`config.mk`:
```
export PLATFORM = sky130hd
export DESIGN_NAME = parc_core_rob_multi
export DESIGN_NICKNAME = d
export VERILOG_FILES = /design/src/rtl/parc_rob_pkg.sv /design/src/rtl/parc_rob_fill_decode.sv /design/src/rtl/parc_core_rob_multi.sv
export SDC_FILE = /design/constraint.sdc
export NUM_CORES = 1
export LEC_CHECK = 0
export ABC_AREA = 1
export CORE_ASPECT_RATIO = 0.5
export CORE_MARGIN = 1
export CORE_UTILIZATION = 45
export CTS_BUF_LIST = sky130_fd_sc_hd__clkbuf_8 sky130_fd_sc_hd__clkbuf_16
export CTS_CLUSTER_DIAMETER = 100
export DETAILED_ROUTE_END_ITERATION = 16
export PLACE_DENSITY = 0.62
export SYNTH_ARGS = -nofsm -noshare
export SYNTH_HDL_FRONTEND = slang
export SYNTH_SLANG_ARGS = --single-unit
```
`constraint.sdc`:
```
create_clock -name clk -period 2.7 [get_ports clk]
set_clock_uncertainty 0.05 [all_clocks]
set_input_delay 0.405 -clock clk [delete_from_list [all_inputs] [get_ports clk]]
set_output_delay 0.405 -clock clk [all_outputs]
set_load 0.05 [all_outputs]
```
`src/rtl/parc_rob_pkg.sv`:
```
// Shared types and sizing helpers for the pv2ooo reorder buffer.
// The destination register lives in a separate array because its width is a top-level parameter.
package parc_rob_pkg;

  localparam int DEFAULT_DEPTH    = 16;
  localparam int DEFAULT_PREG_W   = 5;
  localparam int DEFAULT_NUM_FILL = 2;

  typedef struct packed {
    logic valid;
    logic pending;
    logic wen;
    logic mispred;
  } rob_entry_t;

  function automatic int slot_w(input int depth);
    return (depth > 1) ? $clog2(depth) : 1;
  endfunction

endpackage

```
`src/rtl/parc_rob_fill_decode.sv`:
```
// Folds the writeback ports into per-slot clear-pending / set-mispred masks.
// Masks are ORed across ports, so duplicate fills to one slot in a cycle merge naturally.
module parc_rob_fill_decode
  import parc_rob_pkg::*;
#(
  parameter  int DEPTH    = DEFAULT_DEPTH,
  parameter  int NUM_FILL = DEFAULT_NUM_FILL,
  localparam int SLOT_W   = slot_w(DEPTH)
) (
  input  logic [NUM_FILL-1:0]        fill_val,
  input  logic [NUM_FILL*SLOT_W-1:0] fill_slot,
  input  logic [NUM_FILL-1:0]        fill_mispred,
  output logic [DEPTH-1:0]           clear_pending,
  output logic [DEPTH-1:0]           set_mispred
);

  logic hit_s;

  // Per-slot OR of every port that names this slot.
  always_comb begin
    clear_pending = '0;
    set_mispred   = '0;
    hit_s         = 1'b0;
    for (int s = 0; s < DEPTH; s++) begin
      for (int p = 0; p < NUM_FILL; p++) begin
        hit_s            = fill_val[p] && (fill_slot[p*SLOT_W +: SLOT_W] == SLOT_W'(s));
        clear_pending[s] = clear_pending[s] | hit_s;
        set_mispred[s]   = set_mispred[s] | (hit_s & fill_mispred[p]);
      end
    end
  end

endmodule

```
`src/rtl/parc_core_rob_multi.sv`:
```
// In-order-retire reorder buffer with NUM_FILL writeback ports and
// flush-on-mispredict at commit.
module parc_core_rob_multi
  import parc_rob_pkg::*;
#(
  parameter  int DEPTH    = DEFAULT_DEPTH,
  parameter  int PREG_W   = DEFAULT_PREG_W,
  parameter  int NUM_FILL = DEFAULT_NUM_FILL,
  localparam int SLOT_W   = slot_w(DEPTH)
) (
  input  logic                       clk,
  input  logic                       reset,
  input  logic                       alloc_req_val,
  output logic                       alloc_req_rdy,
  input  logic [PREG_W-1:0]          alloc_req_preg,
  input  logic                       alloc_req_wen,
  output logic [SLOT_W-1:0]          alloc_resp_slot,
  input  logic [NUM_FILL-1:0]        fill_val,
  input  logic [NUM_FILL*SLOT_W-1:0] fill_slot,
  input  logic [NUM_FILL-1:0]        fill_mispred,
  output logic                       commit_val,
  output logic [SLOT_W-1:0]          commit_slot,
  output logic                       commit_rf_wen,
  output logic [PREG_W-1:0]          commit_rf_waddr,
  output logic                       commit_flush,
  output logic [SLOT_W:0]            rob_count,
  output logic                       rob_empty
);

  localparam int              CNT_W     = SLOT_W + 1;
  localparam logic [CNT_W-1:0] DEPTH_CNT = CNT_W'(DEPTH);
  localparam logic [SLOT_W-1:0] SLOT_ONE = SLOT_W'(1);

  rob_entry_t         entries_r [DEPTH];
  logic [PREG_W-1:0]  preg_r    [DEPTH];
  logic [SLOT_W-1:0]  head_r;
  logic [SLOT_W-1:0]  tail_r;
  logic [CNT_W-1:0]   count_r;

  logic [DEPTH-1:0]   clear_pending_s;
  logic [DEPTH-1:0]   set_mispred_s;
  logic [DEPTH-1:0]   fill_hit_s;
  logic               alloc_fire_s;

  parc_rob_fill_decode #(
    .DEPTH    (DEPTH),
    .NUM_FILL (NUM_FILL)
  ) u_fill_decode (
    .fill_val      (fill_val),
    .fill_slot     (fill_slot),
    .fill_mispred  (fill_mispred),
    .clear_pending (clear_pending_s),
    .set_mispred   (set_mispred_s)
  );

  // Stale or duplicate fills (entry not live or already complete) are dropped here.
  always_comb begin
    fill_hit_s = '0;
    for (int i = 0; i < DEPTH; i++) begin
      fill_hit_s[i] = clear_pending_s[i] & entries_r[i].valid & entries_r[i].pending;
    end
  end

  assign commit_val      = entries_r[head_r].valid && !entries_r[head_r].pending;
  assign commit_flush    = commit_val && entries_r[head_r].mispred;
  assign commit_slot     = head_r;
  assign commit_rf_wen   = commit_val && entries_r[head_r].wen;
  assign commit_rf_waddr = preg_r[head_r];

  // Full is judged on count, and a retiring slot is not handed out in the same cycle.
  assign alloc_req_rdy   = (count_r < DEPTH_CNT) && !commit_flush;
  assign alloc_fire_s    = alloc_req_val && alloc_req_rdy;
  assign alloc_resp_slot = tail_r;
  assign rob_count       = count_r;
  assign rob_empty       = (count_r == {CNT_W{1'b0}});

  // Entry status, pointers and occupancy.
  always_ff @(posedge clk) begin
    if (reset) begin
      head_r  <= {SLOT_W{1'b0}};
      tail_r  <= {SLOT_W{1'b0}};
      count_r <= {CNT_W{1'b0}};
      for (int i = 0; i < DEPTH; i++) begin
        entries_r[i] <= '0;
      end
    end else if (commit_flush) begin
      // The mispredicted branch retires; everything younger is squashed.
      for (int i = 0; i < DEPTH; i++) begin
        entries_r[i] <= '0;
      end
      head_r  <= head_r + SLOT_ONE;
      tail_r  <= head_r + SLOT_ONE;
      count_r <= {CNT_W{1'b0}};
    end else begin
      for (int i = 0; i < DEPTH; i++) begin
        if (fill_hit_s[i]) begin
          entries_r[i].pending <= 1'b0;
          entries_r[i].mispred <= entries_r[i].mispred | set_mispred_s[i];
        end
      end
      if (commit_val) begin
        entries_r[head_r].valid <= 1'b0;
        head_r                  <= head_r + SLOT_ONE;
      end
      if (alloc_fire_s) begin
        entries_r[tail_r].valid   <= 1'b1;
        entries_r[tail_r].pending <= 1'b1;
        entries_r[tail_r].wen     <= alloc_req_wen;
        entries_r[tail_r].mispred <= 1'b0;
        tail_r                    <= tail_r + SLOT_ONE;
      end
      count_r <= count_r + CNT_W'(alloc_fire_s) - CNT_W'(commit_val);
    end
  end

  // Destination register payload; only meaningful while the entry is valid.
  always_ff @(posedge clk) begin
    if (!reset && alloc_fire_s) begin
      preg_r[tail_r] <= alloc_req_preg;
    end
  end

endmodule

```
=== After elaboration in Yosys (flattened, before gate mapping) ===
Memory sizes are Yosys's and may differ from the RTL's. A register that Yosys moved wholly into a read port is not among the register bits.
Index checks and enable logic that the tools add are counted.

* Bits in read-only memories: 0
* RAM bits: 144
* Memories: 2
* Register bits: 13
* Logic and storage cells: 382
* Bits in latches: 0
* Output and inout port bits: 23

{| class="wikitable"
|+ Memories
! name !! words !! width !! read ports !! clocked after Yosys merged registers in !! wr ports !! line !! source
|-
| preg_r || 16 || 5 || 1 || 1 || 1 || parc_core_rob_multi.sv:35 || <nowiki>logic [PREG_W-1:0] preg_r [DEPTH];</nowiki>
|-
| entries_r || 16 || 4 || 17 || 1 || 18 || parc_core_rob_multi.sv:34 || <nowiki>rob_entry_t entries_r [DEPTH];</nowiki>
|}

* Magnitude comparators: 1
* Shifts and indexed selects: 0
* Bitwise logic cells: 160
* Add/subtract/negate cells: 4
* Muxes and demuxes: 135
* Multipliers: 0
* Div/mod/pow operators: 0
* Reductions and logical operators: 47
* Eq/ne operators: 30

{| class="wikitable"
|+ Operators with widths
! cell !! count
|-
| $mux 1 || 111
|-
| $mux 4 || 24
|-
| $or 1x1->1 || 96
|-
| $and 1x1->1 || 64
|-
| $eq 4x4->1 const B || 16
|-
| $logic_and 1x1->1 || 38
|-
| $eq 4x3->1 const B || 8
|-
| $eq 4x2->1 const B || 4
|-
| $add 4x1->4 const B || 2
|-
| $eq 4x1->1 const B || 2
|-
| $logic_not 4->1 || 2
|-
| $add 5x1->5 || 1
|-
| $logic_not 5->1 || 1
|-
| $lt 5x5->1 const B || 1
|-
| $sub 5x1->5 || 1
|-
| $reduce_bool 2->1 || 2
|-
| $logic_not 1->1 || 3
|-
| $reduce_or 2->1 || 1
|}

=== Depth between registers and ports, before layout ===
Gate-level depths: netlist of run 1.

* Word-level depth: 10
* Gate-level depth with buffers: 22
* Gate-level depth less buffers: 21

=== Modules after synthesis ===
From an unflattened synthesis of run 1, not the netlist that was laid out.

* Cell total of the unflattened synthesis: 927
* Area total of the unflattened synthesis: 8071.5 um^2

{| class="wikitable"
|+ Modules (own cells, without submodules)
! module !! area each (um^2) !! cells an instance !! instances
|-
| parc_core_rob_multi || 7390.8 || 778 || 1
|-
| parc_rob_fill_decode || 680.7 || 149 || 1
|}

=== Worst setup path after synthesis of run 1 ===
No wires, ideal clock.

* Path kind: register to register
* Start: register with a tool-made name
* End: register count_r[4], in the netlist rob_count[4]
* Stages on the path, launching flop included: 22
* Slack: -0.505 ns
* Buffers on the path: 2
* Arrival time: 3.091 ns
* Setup time: 0.064 ns
* Cells stage by stage: dfxtp_1 > buf_6 > inv_8 > buf_8 > nand3_2 > nand3_2 > nand3_2 > nand3_2 > nand2_1 > nor2_2 > nor2_2 > nand2_1 > nand2_1 > nand2_1 > ha_1 > fa_1 > nand2_1 > nand2_1 > a21oi_1 > xor2_1 > inv_1 > nor2_1

{| class="wikitable"
|+ RTL lines
! what !! line !! source
|-
| to (signal assigned) || parc_core_rob_multi.sv:82 || <nowiki>count_r <= {CNT_W{1'b0}};</nowiki>
|-
| to (signal assigned) || parc_core_rob_multi.sv:93 || <nowiki>count_r <= {CNT_W{1'b0}};</nowiki>
|-
| to (signal assigned) || parc_core_rob_multi.sv:112 || <nowiki>count_r <= count_r + CNT_W'(alloc_fire_s) - CNT_W'(commit_val);</nowiki>
|-
| to (decl) || parc_core_rob_multi.sv:38 || <nowiki>logic [CNT_W-1:0] count_r;</nowiki>
|}

==> results of run 1 <==
[layer usage]
metal,wire [µm],global-route usage [%]
met5,0,0
met1,10800,37.5
met2,9640,37.0
met4,356,7.14
met3,1620,4.35
[stage by stage]
step                      cells  utilization [%]  setup WS [ps]  cell area (µm²)
after floorplan             896                -           -123             8130
after global placement     1176             51.2            149             8950
after detailed placement   1176             51.2           52.6             8950
after CTS                  1208             54.7           6.52             9560
after global routing       1211             55.0          -32.3             9620
final                      1211             55.0           71.6             9620
[path summary, 6_finish.rpt]
kind,start,end,slack [ps],cells past startpoint
worst max-delay path,flip-flop,commit_rf_wen,70,11
worst max register to register,flip-flop,rob_count[4],160,19
worst min register to register,entries_r[5][2],entries_r[5][2],430,2
worst min-delay path,entries_r[5][2],entries_r[5][2],430,2
[sequential cells by signal (all words and copies together) (netlist names), named ones only]
register and flops:
commit_slot 4, entries_r 64, preg_r 80, rob_count 5
alloc_resp_slot 4
[kinds of logic (layout without fill, tap and decap cells)]
family,count (synthesis),after routing,synth area share (%)
DFF,161,161,51.7
xor gates and xnor gates,6,6,0.650
buffers and inverters,131,212,7.78
and+or+nand+nor,397,397,22.4
adders and majority gates,14,14,2.26
AOI/OAI and AO/OA,187,187,15.1
[cells in the mapped netlist (all sizes together), types with 15 or more instances]
library cell,instances,share of area [%]
o21ai,87,6.5
nand2,151,7.2
clkbuf,22,1.0
nand3,86,6.1
dfxtp,65,16
nor3,22,2.3
nor2,132,6.2
a21oi,32,2.0
o22ai,15,1.2
edfxtp,96,36
o311ai,15,1.6
buf,24,2.7
inv,83,4.0
[worst min-delay path: cells and delay by family (launching register included)]
kind / cells / cell delay, ps
DFF: 1 / 310
and+or+nand+nor: 2 / 130
[timing repair]
| action | 4_1_cts | 5_1_grt |
|---|---|---|
| gates resized for setup | 5 | 15 |
| pin swaps | 0 | 5 |
| endpoints found under the setup margin | 6 | 16 |
| setup buffers | 0 | 3 |
[area by class of cell]
cell class | instances | area share, %
timing repair buffer | 95 | 9.14
sequential | 161 | 43.6
tap | 234 | 3.04
clock buffer | 17 | 4.42
clock inverter | 15 | 1.68
inverter | 85 | 3.52
multi-input combinational | 604 | 34.6
[power groups by stage]
stage	logic [mW]	registers (mW)	clock network, mW
3_3_place_gp	4.01	3.11	0
5_1_grt	4.52	3.11	2.56
4_1_cts	4.09	3.06	2.45
3_5_place_dp	4.04	3.11	0
6_report	4.20	3.08	2.43
2_1_floorplan	2.55	3.27	0
==> impl_results.md, run 1 <==
* Post-synth EDFFs at 96
* Die X at 192 µm
* Routed length per instance at 18.5 µm
* Status: completed
* Antenna viol nets, final at 0
* Root buf cell: clkbuf_16
* Worst hold slack at 431 ps
* Crit path DAT at 2170 ps
* Nets at 999
* Clk sinks at 161
* Sequential Power Share at 31.7%
* Die Height at 96.8 µm
* CP required at 2250 ps
* Vias at 6807
* DR pass1 iterations at 5
* Endpoints failing setup at 0
* Ys flop type: edfxtp_1
* Vias in the first global route at 6373
* Register area share after synthesis at 51.7%
* Total GRT Usage at 25.1%
* Initial antenna violation count at 0
* First-pass GRT wire length at 34900 µm
* Combinational Power Share at 43.2%
* P_leak at 3.51 nW
* Clk pwr share at 25.1%
* Most used cell, CP: nand3_1
* CP cell instances: buf_6 > nand3_1 > nand3_1 > nand3_2 > nand3_4 > nand2_4 > inv_1 > buf_4 > o31ai_1 > nor2_2 > buf_12
* Leading cell type in the layout, fill and taps excluded: nand2_1
* Mapped Nets at 931
* Filler cell count at 1559
* Multi-input gate area at 3330 µm²
* Routed wire length at 22400 µm
* Final hold vios at 0
* Register area at 4190 µm²
* Crit. End Element: primary output
* Clock Latency Late Sink at 430 ps
* Unique cell type count in the Yosys netlist at 44
* CP delay by family, top: simple AND/OR/NAND/NOR gates
* Worst VDD drop at 0.773 mV
* N_diodes at 0
* Total power at 9.71 mW
* Power per cell area at 1010 nW/µm²
* Grt total ovfl at 0
* Worst Path Buf+Inv at 4
* Fraction of layout cells with a size suffix above 1 at 16.8%
* Slew headroom at 48.4%
* Critical Path Source Type: flip-flop
* YS warnings at 0
* DRC at 0
* # rows at 34
* Port Buffer Count at 43
* Fmax at 380 MHz
* Syn-to-layout area delta at 19.0%
* CTS max path bufs at 2
* WS Path Type: flip-flop to primary output
* Commonest non-fill, non-tap cells in the layout: nand2_1 (143), nor2_1 (128), edfxtp_1 (96)
* Vias per cell at 5.62
* Pint at 5.66 mW
* RD Place Congestion at 0.917
* H-tree levels at 4
* Slowest cell on the critical path: dfxtp_4
* Fin crit share at 97.3%
* RSZ-0062 raised after global routing: true
* Min-Delay Path Class: flip-flop to flip-flop
* CTS Buf Count at 17
* DP Wirelength at 16000 µm
* Worst-margin pin slew at 773 ps
* DRT iter0 DRCs at 645
* #FFs+latches synth at 161
* Maximum fanout along the worst path at 12
* CTS tree: done
* Post-CTS Hold Buffers at 0
* FFs w/ async S/R, synth at 0%
* Core box area at 17500 µm²
* Die area at 18500 µm²
* Syn Area/Cell at 9.02 µm²
* Final Critical Period at 2630 ps
* Slowest stage delay, CP at 390 ps
* Switching Fraction at 41.7%
* Max Slew Vio Count at 0
* TNS Setup at 0 ps
* Cells after Synth at 896
* Max-cap violation count at 0
* IO Count at 44
* Largest net degree at the start of global routing at 49
* Sw Pwr at 4.05 mW
* Post-synthesis cell area at 8090 µm²
* Starting Density at 46.2%
* Reg clk slew, reported paths at 60 ps
(Power assumes the default switching activity.)
==> run 2, diff against run 1 <==
- GPL_TIMING_DRIVEN: unset -> 0
- PLACE_DENSITY: 0.62 -> 0.6
- SYNTH_HIERARCHICAL: unset -> 1
- clock period: 2.7 -> 2.8 ns (I/O delays scaled with it)
==> impl_results.md, run 2 <==
* Syn-to-layout area delta at 19.4%
* Worst VDD drop at 0.524 mV
* Starting Density at 46.3%
* Crit path DAT at 2300 ps
* # rows at 34
* Final worst-path setup slack at 30.4 ps
* DRC at 0
* H-tree levels at 4
* CP cell instances: buf_6 > inv_8 > buf_8 > buf_4 > clkbuf_2 > o21ai_0 > o22ai_1 > o211ai_1 > nand2_1 > buf_4
* Filler cell count at 1624
* Antenna viol nets, final at 0
* Top-count cell post-synth: nand2_1
* Clock Latency Late Sink at 440 ps
* Post-layout util at 55.3%
* Min-Delay Path Class: flip-flop to flip-flop
* CTS max path bufs at 2
* IO Count at 44
* Synth top area share at 35.7%
* # placed instances at 1201
* Dpl ws at -529 ps
* Die Height at 96.7 µm
* Post-synthesis cell area at 8070 µm²
* Largest family of logic cells by synthesized area: simple AND/OR/NAND/NOR gates
* Slowest cell on the critical path: dfxtp_2
* Nets at 1035
* Slew headroom at 22.6%
* Top cells by count, synth: nand2_1 (171), nor2_1 (120), nand3_1 (110), edfxtp_1 (96), dfxtp_1 (65)
* Grt total ovfl at 0
* Core box area at 17400 µm²
* Leading cell type in the layout, fill and taps excluded: nand2_1
* Hold-critical path depth at 2
* #FFs+latches synth at 161
* Dominant cell type by area after synthesis: edfxtp_1
* Final hold vios at 0
* FFs w/ async S/R, synth at 0%
* Reg clk slew, reported paths at 70 ps
* Most used cell, CP: buf_4
* Largest cells by area after synthesis: edfxtp_1 (36%), dfxtp_1 (16%), nand2_1 (8.0%), nand3_1 (6.8%), nor2_1 (5.6%)
* Worst hold slack at 429 ps
* Unique cell type count in the Yosys netlist at 40
* Largest register by flop count: preg_r
* DRT iter0 DRCs at 691
* P_leak at 3.53 nW
* Routed wire length at 24200 µm
* Die X at 191 µm
* Initial antenna violation count at 0
* Routed length per instance at 19.4 µm
* Mapped Nets at 962
* WS Path Type: flip-flop to primary output
* Vias at 7059
* Post-route insts no fill at 1247
* Multi-input gate area at 3470 µm²
* Commonest non-fill, non-tap cells in the layout: nand2_1 (166), nor2_1 (109), nand3_1 (106)
* CP required at 2330 ps
* Endpoints failing setup at 0
* First-pass GRT wire length at 37200 µm
* Synth Area in Compound Gates at 12.6%
* CTS tree: done
* Die area at 18500 µm²
* R2R Setup Slk at 30 ps
* Register area share after synthesis at 51.8%
* Largest net degree at the start of global routing at 19
* Port Buffer Count at 40
* Register area at 4190 µm²
* Post-synth EDFFs at 96
* Power per cell area at 940 nW/µm²
* Post-CTS Hold Buffers at 0
* Worst-margin pin slew at 1150 ps
* Vias in the first global route at 6443
* Crit. End Element: primary output
* Simple-Gate Fraction of Synth Area at 26.1%
* Status: completed
* Worst Reg2Reg Path Length in Cells at 13
* YS warnings at 6
* RSZ-0062 raised after global routing: true
* DR pass1 iterations at 5
* Fin crit share at 98.9%
* Syn Area/Cell at 8.71 µm²
* Fraction of layout cells with a size suffix above 1 at 16.4%
* Total GRT Usage at 27.1%
* CP delay by family, top: buffers and inverters
* Root buf cell: clkbuf_16
* Slowest stage delay, CP at 320 ps
* Reg2reg end: preg_r[2][2]
* Fmax at 361 MHz
* Post-Synth Adder-Cell Area at 2.26%
* Ys flop type: edfxtp_1
* Post-Synth XOR/XNOR Area at 0.543%
* DP Wirelength at 17500 µm
* Vias per cell at 5.66
* Maximum fanout along the worst path at 10
* CTS Buf Count at 17
* Hold Path Origin: entries_r[3][2]
* Final Critical Period at 2770 ps
* RD Place Congestion at 0.902
* N_diodes at 0
* Post-synthesis mux area share at 0%
* Clk sinks at 161
* Cells after Synth at 927
* Max-cap violation count at 0
* Worst Path Buf+Inv at 6
* Max Slew Vio Count at 0
* Critical Path Source Type: flip-flop
* Hold Path End: entries_r[3][2]
* Max reg flops at 80
-- run 2: metrics by stage --
step | area [µm²] | TNS [ps] | total power [mW]
2_1_floorplan | 8070 | 0 | 5.21
3_3_place_gp | 8760 | -3380 | 6.33
3_5_place_dp | 8760 | -4380 | 6.37
4_1_cts | 9510 | 0 | 8.83
5_1_grt | 9640 | -2200 | 9.46
6_report | 9640 | 0 | 9.06
-- run 2: worst max-delay path by stage --
stage	startpoint	end	cells after the start
floorplan	flip-flop	rob_count[4]	17
global placement	flip-flop	commit_rf_waddr[4]	9
detailed placement	flip-flop	commit_rf_waddr[2]	9
CTS	flip-flop	preg_r[10][1]	14
global route	flip-flop	preg_r[8][2]	14
finish	flip-flop	commit_rf_waddr[4]	10
-- run 2: cell type report --
type | count | area share [%]
plain buffers | 52 | 3.48
clock buffers | 17 | 4.41
clock inverters | 15 | 1.58
inverters | 68 | 2.79
multi-input cells | 646 | 36.0
flip-flops and latches | 161 | 43.4
well taps | 234 | 3.04
repair buffers | 54 | 5.28
-- run 2: cell families (layout without fill, tap and decap cells) --
group,Yosys count,after routing
AOI/OAI and AO/OA,173,173
and+or+nand+nor,454,454
xor gates and xnor gates,5,5
DFF,161,161
adders and majority gates,14,14
buffers and inverters,120,206
-- run 2: what timing repair did --
item                                    CTS  global route
pin swaps                                 1             4
endpoints found under the setup margin   52            87
gates resized for setup                  86            37
buffers inserted                          8             5
cloned                                    1             0
-- run 2: tightest hold or removal path, delay by kind of cell, from the launching register on --
kind	cells	cell delay, ps
AOI/OAI and AO/OA	1	50
DFF	1	310
and+or+nand+nor	1	70
-- run 2: power by group --
part | internal, mW | switching (mW) | total [mW]
Clock | 1.19 | 1.11 | 2.30
Sequential | 2.72 | 0.138 | 2.86
Combinational | 1.27 | 2.64 | 3.91
Total | 5.17 | 3.88 | 9.06
-- run 2: metal layers --
layer | wire, µm | GRT usage (%) | share of wire (%) | vias to the layer above
li1 | - | - | - | 3386
met2 | 10700 | 39.5 | 44 | 264
met1 | 11500 | 40.7 | 47 | 3388
met4 | 349 | 8.24 | 1.4 | 0
met5 | 0 | 0 | 0 | -
met3 | 1770 | 4.75 | 7.3 | 21
